File: config.mk
export PLATFORM = sky130hd
export DESIGN_NAME = dac_output_stage
export DESIGN_NICKNAME = d
export VERILOG_FILES = /design/src/rtl/dac_output_stage.sv
export SDC_FILE = /design/constraint.sdc
export NUM_CORES = 1
export LEC_CHECK = 0
export BUFFER_PORTS_ARGS = -buffer_cell sky130_fd_sc_hd__buf_2
export CORE_UTILIZATION = 63
export DETAILED_ROUTE_END_ITERATION = 10
export PLACE_DENSITY = 0.83
export SLEW_MARGIN = 40
export SYNTH_ARGS = -nofsm -noshare
export SYNTH_HDL_FRONTEND = slang
export SYNTH_SLANG_ARGS = --single-unit
export TNS_END_PERCENT = 100
File: constraint.sdc
create_clock -name clk -period 6.1 [get_ports clk]
set_input_delay 0.305 -clock clk [delete_from_list [all_inputs] [get_ports clk]]
set_output_delay 0.305 -clock clk [all_outputs]
set_load 0.01 [all_outputs]
File: src/rtl/dac_output_stage.sv
// ============================================================================
// Module      : dac_output_stage
// Description : DAC output stage. Applies a soft-start/soft-stop gain ramp
//               keyed on the DAC enable to two signed sample streams, converts
//               the result to the DAC code format and also presents a single
//               interleaved bus with a channel select.
// Revision    : 1.0 - initial release
//
// Ports:
//   clk          in   1     system clock
//   rst_n        in   1     asynchronous active-low reset
//   dac_en_i     in   1     enable (level); starts ramp up / ramp down
//   dac_ch0_i    in   DW    channel 0 sample, two's complement
//   dac_ch1_i    in   DW    channel 1 sample, two's complement
//   dac_ch0_o    out  DW    channel 0 scaled, formatted code (3-cycle latency)
//   dac_ch1_o    out  DW    channel 1 scaled, formatted code (3-cycle latency)
//   dac_data_o   out  DW    interleaved code: ch0 when dac_sel_o=0, else ch1
//   dac_sel_o    out  1     interleave select, toggles every clk
//   dac_on_o     out  1     high in state ON
//   ramp_busy_o  out  1     high in RAMP_UP / RAMP_DOWN
//   gain_o       out  GW+1  current gain, unity = 2**GW
// ============================================================================
`default_nettype none

module dac_output_stage #(
  parameter int DW         = 14,
  parameter int GW         = 8,
  parameter int RAMP_DIV   = 64,
  parameter int OFFSET_BIN = 1
) (
  input  logic          clk,
  input  logic          rst_n,
  input  logic          dac_en_i,
  input  logic [DW-1:0] dac_ch0_i,
  input  logic [DW-1:0] dac_ch1_i,
  output logic [DW-1:0] dac_ch0_o,
  output logic [DW-1:0] dac_ch1_o,
  output logic [DW-1:0] dac_data_o,
  output logic          dac_sel_o,
  output logic          dac_on_o,
  output logic          ramp_busy_o,
  output logic [GW:0]   gain_o
);

  localparam int            PW        = DW + GW + 2;
  localparam int            DIVW      = (RAMP_DIV > 1) ? $clog2(RAMP_DIV) : 1;
  localparam logic [DIVW-1:0] DIV_LAST = DIVW'(RAMP_DIV - 1);
  localparam logic [GW:0]   GAIN_MAX  = {1'b1, {GW{1'b0}}};
  // XOR mask applied to the two's complement result; for offset binary it
  // flips the MSB, which also makes it the midscale (zero-sample) code.
  localparam logic [DW-1:0] FMT_MASK  = (OFFSET_BIN != 0) ? {1'b1, {(DW-1){1'b0}}}
                                                           : {DW{1'b0}};

  typedef enum logic [1:0] {
    ST_OFF       = 2'd0,
    ST_RAMP_UP   = 2'd1,
    ST_ON        = 2'd2,
    ST_RAMP_DOWN = 2'd3
  } state_e;

  state_e          state_q, state_d;
  logic [GW:0]     gain_q, gain_d;
  logic [DIVW-1:0] div_q, div_d;
  logic            on_q, on_d;
  logic            busy_q, busy_d;

  // --------------------------------------------------------------------------
  // Ramp control FSM
  // --------------------------------------------------------------------------
  always_comb begin
    state_d = state_q;
    gain_d  = gain_q;
    div_d   = div_q;
    unique case (state_q)
      ST_OFF: begin
        gain_d = '0;
        if (dac_en_i) begin
          state_d = ST_RAMP_UP;
          div_d   = '0;
        end
      end
      ST_RAMP_UP: begin
        if (!dac_en_i) begin
          state_d = ST_RAMP_DOWN;
          div_d   = '0;
        end else if (gain_q == GAIN_MAX) begin
          // Re-entered from RAMP_DOWN while already at unity: never overshoot.
          state_d = ST_ON;
          div_d   = '0;
        end else if (div_q == DIV_LAST) begin
          gain_d = gain_q + 1'b1;
          div_d  = '0;
          if (gain_d == GAIN_MAX) state_d = ST_ON;
        end else begin
          div_d = div_q + 1'b1;
        end
      end
      ST_ON: begin
        gain_d = GAIN_MAX;
        if (!dac_en_i) begin
          state_d = ST_RAMP_DOWN;
          div_d   = '0;
        end
      end
      ST_RAMP_DOWN: begin
        if (dac_en_i) begin
          state_d = ST_RAMP_UP;
          div_d   = '0;
        end else if (gain_q == '0) begin
          // Re-entered from RAMP_UP while still at zero: never underflow.
          state_d = ST_OFF;
          div_d   = '0;
        end else if (div_q == DIV_LAST) begin
          gain_d = gain_q - 1'b1;
          div_d  = '0;
          if (gain_d == '0) state_d = ST_OFF;
        end else begin
          div_d = div_q + 1'b1;
        end
      end
      default: begin
        state_d = ST_OFF;
        gain_d  = '0;
        div_d   = '0;
      end
    endcase
    on_d   = (state_d == ST_ON);
    busy_d = (state_d == ST_RAMP_UP) || (state_d == ST_RAMP_DOWN);
  end

  always_ff @(posedge clk or negedge rst_n) begin
    if (!rst_n) begin
      state_q <= ST_OFF;
      gain_q  <= '0;
      div_q   <= '0;
      on_q    <= 1'b0;
      busy_q  <= 1'b0;
    end else begin
      state_q <= state_d;
      gain_q  <= gain_d;
      div_q   <= div_d;
      on_q    <= on_d;
      busy_q  <= busy_d;
    end
  end

  // --------------------------------------------------------------------------
  // Datapath: S1 capture, S2 multiply, S3 shift + format
  // --------------------------------------------------------------------------
  logic [DW-1:0]        s1_ch0_q, s1_ch1_q;
  logic [GW:0]          s1_gain_q;
  logic signed [PW-1:0] p0_q, p1_q;
  logic signed [PW-1:0] w_a0, w_a1, w_g;
  logic signed [PW-1:0] w_prod0, w_prod1;
  logic [DW-1:0]        ch0_q, ch1_q;
  logic [DW-1:0]        data_q;
  logic                 sel_q;

  // Both operands sign/zero-extended to the full product width so the
  // truncated product is exact for every sample and gain 0..2**GW.
  assign w_a0    = $signed({{(GW + 2){s1_ch0_q[DW-1]}}, s1_ch0_q});
  assign w_a1    = $signed({{(GW + 2){s1_ch1_q[DW-1]}}, s1_ch1_q});
  assign w_g     = $signed({{(DW + 1){1'b0}}, s1_gain_q});
  assign w_prod0 = w_a0 * w_g;
  assign w_prod1 = w_a1 * w_g;

  // Only bits [GW +: DW] of the product survive the shift; taking that slice
  // of the two's complement product is the floor (toward -inf) divide.
  logic w_unused_prod;
  assign w_unused_prod = ^{p0_q[PW-1:GW+DW], p0_q[GW-1:0],
                           p1_q[PW-1:GW+DW], p1_q[GW-1:0]};

  always_ff @(posedge clk or negedge rst_n) begin
    if (!rst_n) begin
      s1_ch0_q  <= '0;
      s1_ch1_q  <= '0;
      s1_gain_q <= '0;
      p0_q      <= '0;
      p1_q      <= '0;
      ch0_q     <= FMT_MASK;
      ch1_q     <= FMT_MASK;
      sel_q     <= 1'b0;
      data_q    <= FMT_MASK;
    end else begin
      // Gain is captured alongside the sample so it travels the pipe with it.
      s1_ch0_q  <= dac_ch0_i;
      s1_ch1_q  <= dac_ch1_i;
      s1_gain_q <= gain_q;
      p0_q      <= w_prod0;
      p1_q      <= w_prod1;
      ch0_q     <= p0_q[GW +: DW] ^ FMT_MASK;
      ch1_q     <= p1_q[GW +: DW] ^ FMT_MASK;
      sel_q     <= ~sel_q;
      // Next select is ~sel_q: load ch0 when it will read 0, ch1 otherwise.
      data_q    <= sel_q ? ch0_q : ch1_q;
    end
  end

  assign dac_ch0_o   = ch0_q;
  assign dac_ch1_o   = ch1_q;
  assign dac_data_o  = data_q;
  assign dac_sel_o   = sel_q;
  assign dac_on_o    = on_q;
  assign ramp_busy_o = busy_q;
  assign gain_o      = gain_q;

endmodule

`default_nettype wire

==> results of run 1 <==
-- state kept, by name (all words and copies together), names as in the netlist --
signal      count
state_q         2
dac_sel_o       1
p0_q           14
dac_ch1_o      14
s1_ch1_q       14
div_q           6
gain_o          9
dac_on_o        1
p1_q           14
s1_ch0_q       14
dac_data_o     14
s1_gain_q       9
dac_ch0_o      14
-- through the flow --
stage	std cells	worst slack, ns	total power (W)	utilization (%)
finish	1634	0.271	0.00286	72.5
global route	1634	0.0323	0.00303	72.5
CTS	1634	0.308	0.00288	72.4
detailed placement	1573	0.355	0.00183	68.0
global placement	1573	0.580	0.00179	68.0
floorplan	1264	0.698	0.00158	-
-- synthesized netlist by cell type (all sizes together) (15+ instances only) --
cell	n
a21oi	31
mux2	15
xor2	17
and2	131
xnor2	29
dfrtp	123
clkbuf	45
fa	200
nand2	145
ha	97
inv	254
nor2	40
o21ai	25
-- logic make-up after synthesis --
logic type,synth area share (%)
adder cells (fa/ha/maj),41.1
AND/OR/NAND/NOR,14.7
buffers and inverters,9.45
AO/OA/AOI/OAI,5.23
multiplexers,1.57
XOR/XNOR,3.17
flip-flops,24.8
-- layout make-up --
class / instances / area, um2 / area share [%]
Sequential cell: 126 / 3160 / 22.3
Tap cell: 265 / 332 / 2.34
Timing Repair Buffer: 126 / 818 / 5.76
Multi-Input combinational cell: 831 / 8350 / 58.8
Clock buffer: 19 / 433 / 3.05
Inverter: 254 / 953 / 6.71
Clock inverter: 13 / 154 / 1.08
-- cell usage in the layout (no fill, tap or decap), drive strengths merged, types with 6 or more instances in the layout --
cell type / n
nand3: 9
and2: 131
o21ai: 25
buf: 97
fa: 200
xor2: 17
inv: 260
ha: 97
nor2: 40
dfrtp: 123
mux2: 15
a21oi: 31
and3: 6
dlygate4sd3: 29
clkbuf: 19
xnor2: 29
nand2: 145
nor3: 13
o21a: 8
nand2b: 6
-- how the worst max path moves through the flow --
stage                                      start  slack, ns                  to
after detailed placement  s1_gain_q[1]$_DFF_PN0_       0.35  p1_q[21]$_DFF_PN0_
after CTS                 s1_gain_q[1]$_DFF_PN0_       0.31  p1_q[21]$_DFF_PN0_
final                     s1_gain_q[1]$_DFF_PN0_       0.27  p1_q[21]$_DFF_PN0_
after floorplan           s1_gain_q[1]$_DFF_PN0_       0.70  p0_q[21]$_DFF_PN0_
after global routing      s1_gain_q[1]$_DFF_PN0_       0.03  p1_q[21]$_DFF_PN0_
after global placement    s1_gain_q[2]$_DFF_PN0_       0.58  p0_q[21]$_DFF_PN0_
-- power by group through the flow --
stage,Clock (W),Sequential [W],Combinational [W]
floorplan,0,0.00109,0.000490
global placement,0,0.00113,0.000658
detailed placement,0,0.00114,0.000690
CTS,0.00103,0.00113,0.000715
global route,0.00106,0.00115,0.000813
finish,0.00101,0.00113,0.000715
-- worst reg2reg max path, delay by kind of cell, from the launching register on --
| family | cells | cell delay (ns) |
|---|---|---|
| adder cells (fa/ha/maj) | 6 | 2.87 |
| AO/OA/AOI/OAI | 5 | 1.12 |
| flip-flops | 1 | 0.83 |
| AND/OR/NAND/NOR | 4 | 0.63 |
| buffers and inverters | 5 | 0.26 |
-- metal layers --
layer  track usage, %  up-vias  wire length (um)
met5                0        -                 0
met4             9.80        0               630
met3             5.86       57              2340
met2             50.2      395             13600
met1             37.6     4437             10900
li1                 -     4004                 -
-- timing repair --
item                      4_1_cts  5_1_grt
resized for setup               0        0
hold buffers                   29        0
hold endpoints to repair       32        0
==> results.cfg, run 1 <==
[clock_network]
clock-sinks = 126
postCtsSetupBuffers = 0
cts_tree = done
clock_latency_ns = 0.42
root_buffer = clkbuf_16
numCtsBuffers = 17
ctsLongestPathBuffers = 2
htreeDepth = 4
clkSlewWorstSetupHoldPaths_ns = 0.06

[worst_setup_path]
cp.required_ns = 6.38
crit_family = adder cells
reg2reg_to = p1_q[21]$_DFF_PN0_
cp_cell_sequence = nand2_1, fa_1, inv_1, fa_1, inv_1, fa_1, inv_1, fa_1, inv_1, fa_1, inv_1, ha_1, nand2_1, o21ai_0, a22oi_1, nand2_1, a2111oi_1, nor2_1, a41oi_1, o41ai_1
ff2ff_setup_slack_ns = 0.27
path_buf_inv = 5
cp_max_fo = 20
end_kind = register
max_stage_delay_ns = 0.83
worst-path-stages = 20
cp.arrival_ns = 6.11
timing.rr.start = s1_gain_q[1]$_DFF_PN0_
worstSetupStartpointType = register
criticalPathCategory = register to register
worstRegToRegCells = 20
critPathSlowestCell = dfrtp_1

[yosys]
syn_nets = 1592
yosys_warnings = 0
postSynthRegisterBits = 126
ys_seq_area_share_pct = 24.8
yosys-top-cells-area = fa_1 32%, dfrtp_1 24%, ha_1 9.6%
ys.flop_type = dfrtp_1
synth.top_cell.area_share_pct = 31.5
yosys.area.top_type = fa_1
netlist_area_um2 = 12700
syn_area_per_cell_um2 = 10.1
ys_async_sr_fraction_pct = 100
synth_edf_count = 0
synthCells = 1264
synth.distinct_cells = 63

[global_routing]
overflow = 0
grt_pass1_vias = 9556
grt_usage_pct = 29.4
grt_pass1_wl_um = 45900
grt_max_degree = 69
grt_antenna_before_repair = 0

[power]
swShare_pct = 33.0
cellLeakagePower_nw = 7.86
switchingPower_w = 0.000944
ir_worst_vdd_v = 0.000194
power.internal_w = 0.00192
combPwrFrac_pct = 25.0
power_frac_seq_pct = 39.6
pwr_density_cell_nw_per_um2 = 202
clkPwrFrac_pct = 35.4

[routing]
route.detailed.drc = 0
vias = 8893
drt-total-wl_um = 27400
wire_per_inst_um = 16.8
drt_pass1_iterations = 5
dr.first_iter.drc_count = 470
ant_nets = 0
viasPerCell = 5.44

[placed_design]
placedInstanceArea_um2 = 13300
routabilityCongestion = 0.879
portBuffers = 84
dp_hpwl_um = 20500

[min_path]
hp-class = input port to register
holdPathEnd = dac_on_o$_DFF_PN0_
worst_hold_startpoint = dac_en_i
hold_depth = 2

[floorplan]
die_x_um = 144
core_um2 = 19600
die_h_um = 144
start_util_pct = 64.9
num_rows = 51
die_area_um2 = 20700
pin_count = 85

[layout]
syn2layout_area_growth_pct = 11.7
fin_area_um2 = 14200
num_antenna_cells = 0
final.fill_count = 1344
nets = 1684
drive_gt1_share_pct = 12.0

[timing]
max_slew_margin_pct = 42.8
layout_min_cycle_time_ns = 5.83
tns_ns = 0
finalSetupViolations = 0
rsz0062_at_grt = false
skew_ns = 0.00901
whs_ns = 0.191
hold_viol_final = 0
fin_crit_sh_pct = 95.6
tightest_slew_ns = 0.858
max_freq_ghz = 0.172
drv_slew = 0

[status]
status = completed

[job]
max-cap-violations = 0
Power figures use the tool's default switching activity.
==> inputs of run 2 (changes only) <==
CORE_UTILIZATION = 30   (was 63)
PLACE_DENSITY = unset   (was 0.83)
==> run 2 against run 1 <==
Total power rose by 0.92%. Register-to-register slack improved by 0.096 ns. Sequential share of layout area fell by 0.49 points. Critical path depth fell by 2. Core utilization fell by 38 points. Clock power rose by 5%. Worst hold slack got worse by 0.17 ns. Combinational power fell by 2.8%. Via count fell by 4.8%. Final cell count rose by 17%. Non-clock buffer count fell by 4. Critical path type unchanged. Critical endpoint is now p0_q[21]$_DFF_PN0_.
==> results.cfg, run 2 (synthesis gave the netlist of run 1 again) <==
[min_path]
hp-class = input port to register

[floorplan]
die_x_um = 208
pin_count = 85
die_area_um2 = 43200
core_um2 = 41900
num_rows = 75
die_h_um = 208
start_util_pct = 30.4

[worst_setup_path]
criticalPathCategory = register to register
path_buf_inv = 3
cp.required_ns = 6.42
end_kind = register
cp_cell_sequence = nand2_1, fa_1, inv_1, fa_1, fa_1, fa_1, inv_1, fa_1, inv_1, ha_1, a21oi_1, nor2_1, a211oi_1, o211ai_2, o221a_2, o41ai_4, nor2_1, a211o_1
critPathSlowestCell = dfrtp_1
crit_family = adder cells
crit_top_cell = fa_1
worstSetupStartpointType = register
cp_max_fo = 19
cp.arrival_ns = 6.05
max_stage_delay_ns = 0.82

[routing]
drt-total-wl_um = 28500
ant_nets = 0
vias = 8468
drt_pass1_iterations = 4
route.detailed.drc = 0
dr.first_iter.drc_count = 415
viasPerCell = 4.45
wire_per_inst_um = 14.9

[clock_network]
cts_tree = done
ctsLongestPathBuffers = 2
clock-sinks = 126
root_buffer = clkbuf_16
htreeDepth = 4
numCtsBuffers = 17
clock_latency_ns = 0.44
clkSlewWorstSetupHoldPaths_ns = 0.07
postCtsSetupBuffers = 0

[layout]
syn2layout_area_growth_pct = 14.4
nets = 1680
drive_gt1_share_pct = 12.2
final_common_cell = inv_1
layout_common_cells = 254 x inv_1, 200 x fa_1, 145 x nand2_1
final_cells = 1904
num_antenna_cells = 0

[timing]
tns_ns = 0
tightest_slew_ns = 0.840
whs_ns = 0.0170
fin_crit_sh_pct = 94.0
max_freq_ghz = 0.174
layout_min_cycle_time_ns = 5.73
rsz0062_at_grt = false
finalSetupViolations = 0
max_slew_margin_pct = 44.0
skew_ns = 0.0118
drv_slew = 0
hold_viol_final = 0

[global_routing]
met2_usage_pct = 21.9
overflow = 0
grt-busiest-layer = met2
grt_pass1_wl_um = 48100
grt_pass1_vias = 9258
grt_max_degree = 77
grt_usage_pct = 14.1
use_met3_pct = 2.47
met1_usage_pct = 20.1
grt_antenna_before_repair = 0

[power]
cellLeakagePower_nw = 7.85
pwr_density_cell_nw_per_um2 = 199
ir_worst_vdd_v = 0.000249

[job]
max-cap-violations = 0

[placed_design]
dpl.cell_count = 1845
routabilityCongestion = 0.852
portBuffers = 84
dp_hpwl_um = 22900

[status]
status = completed
[run 2: cell count changes in the layout (fill, tap and decap cells not counted), moves of 2 or more]
cell and change:
buf_4 -2, clkbuf_8 +2, clkinvlp_4 -2, dfrtp_1 -4
dfrtp_2 +4, dlygate4sd3_1 -2
[run 2: metal layers]
layer	vias up	wire (um)
met4	0	326
met5	-	0
met2	200	13000
met3	24	1290
met1	4247	13800
li1	3997	-
[run 2: final timing paths]
kind / startpoint / cells past startpoint / endpoint / slack [ns]
max in group asynchronous: rst_n / 3 / dac_data_o[0]$_DFF_PN0_ / 4.67
min in group asynchronous: rst_n / 2 / gain_o[1]$_DFFE_PN0P_ / 0.38
worst min-delay path: dac_ch1_i[12] / 1 / s1_ch1_q[12]$_DFF_PN0_ / 0.02
worst min register to register: p0_q[12]$_DFF_PN0_ / 0 / dac_ch0_o[4]$_DFF_PN0_ / 0.34
worst max-delay path: s1_gain_q[4]$_DFF_PN0_ / 18 / p0_q[21]$_DFF_PN0_ / 0.37
worst max register to register: s1_gain_q[4]$_DFF_PN0_ / 18 / p0_q[21]$_DFF_PN0_ / 0.37
[run 2: through the flow]
stage | util (%) | worst slack (ns) | cell area, um2 | total power (W)
floorplan | - | 0.698 | 12700 | 0.00158
global placement | 32.6 | 0.473 | 13600 | 0.00183
detailed placement | 32.6 | 0.322 | 13700 | 0.00184
CTS | 34.7 | 0.288 | 14500 | 0.00294
global route | 34.7 | 0.00333 | 14500 | 0.00309
finish | 34.7 | 0.366 | 14500 | 0.00289
[run 2: layout make-up]
type / count / area [um2]
inverters: 254 / 953
well taps: 539 / 674
flip-flops and latches: 126 / 3160
fillers: 4248 / 27300
clock inverters: 11 / 154
multi-input cells: 831 / 8350
clock buffers: 21 / 460
repair buffers: 122 / 783
[run 2: repair_timing]
item                                    4_1_cts  5_1_grt
resized for setup                             0        3
endpoints found under the setup margin        0        2
endpoints found under the hold margin        76        0
hold buffers                                 27        0
[run 2: power by group]
group	total (W)	internal (W)	switching [W]
Clock	0.00106	0.000668	0.000388
Combinational	0.000695	0.000319	0.000376
Sequential	0.00114	0.000983	0.000153
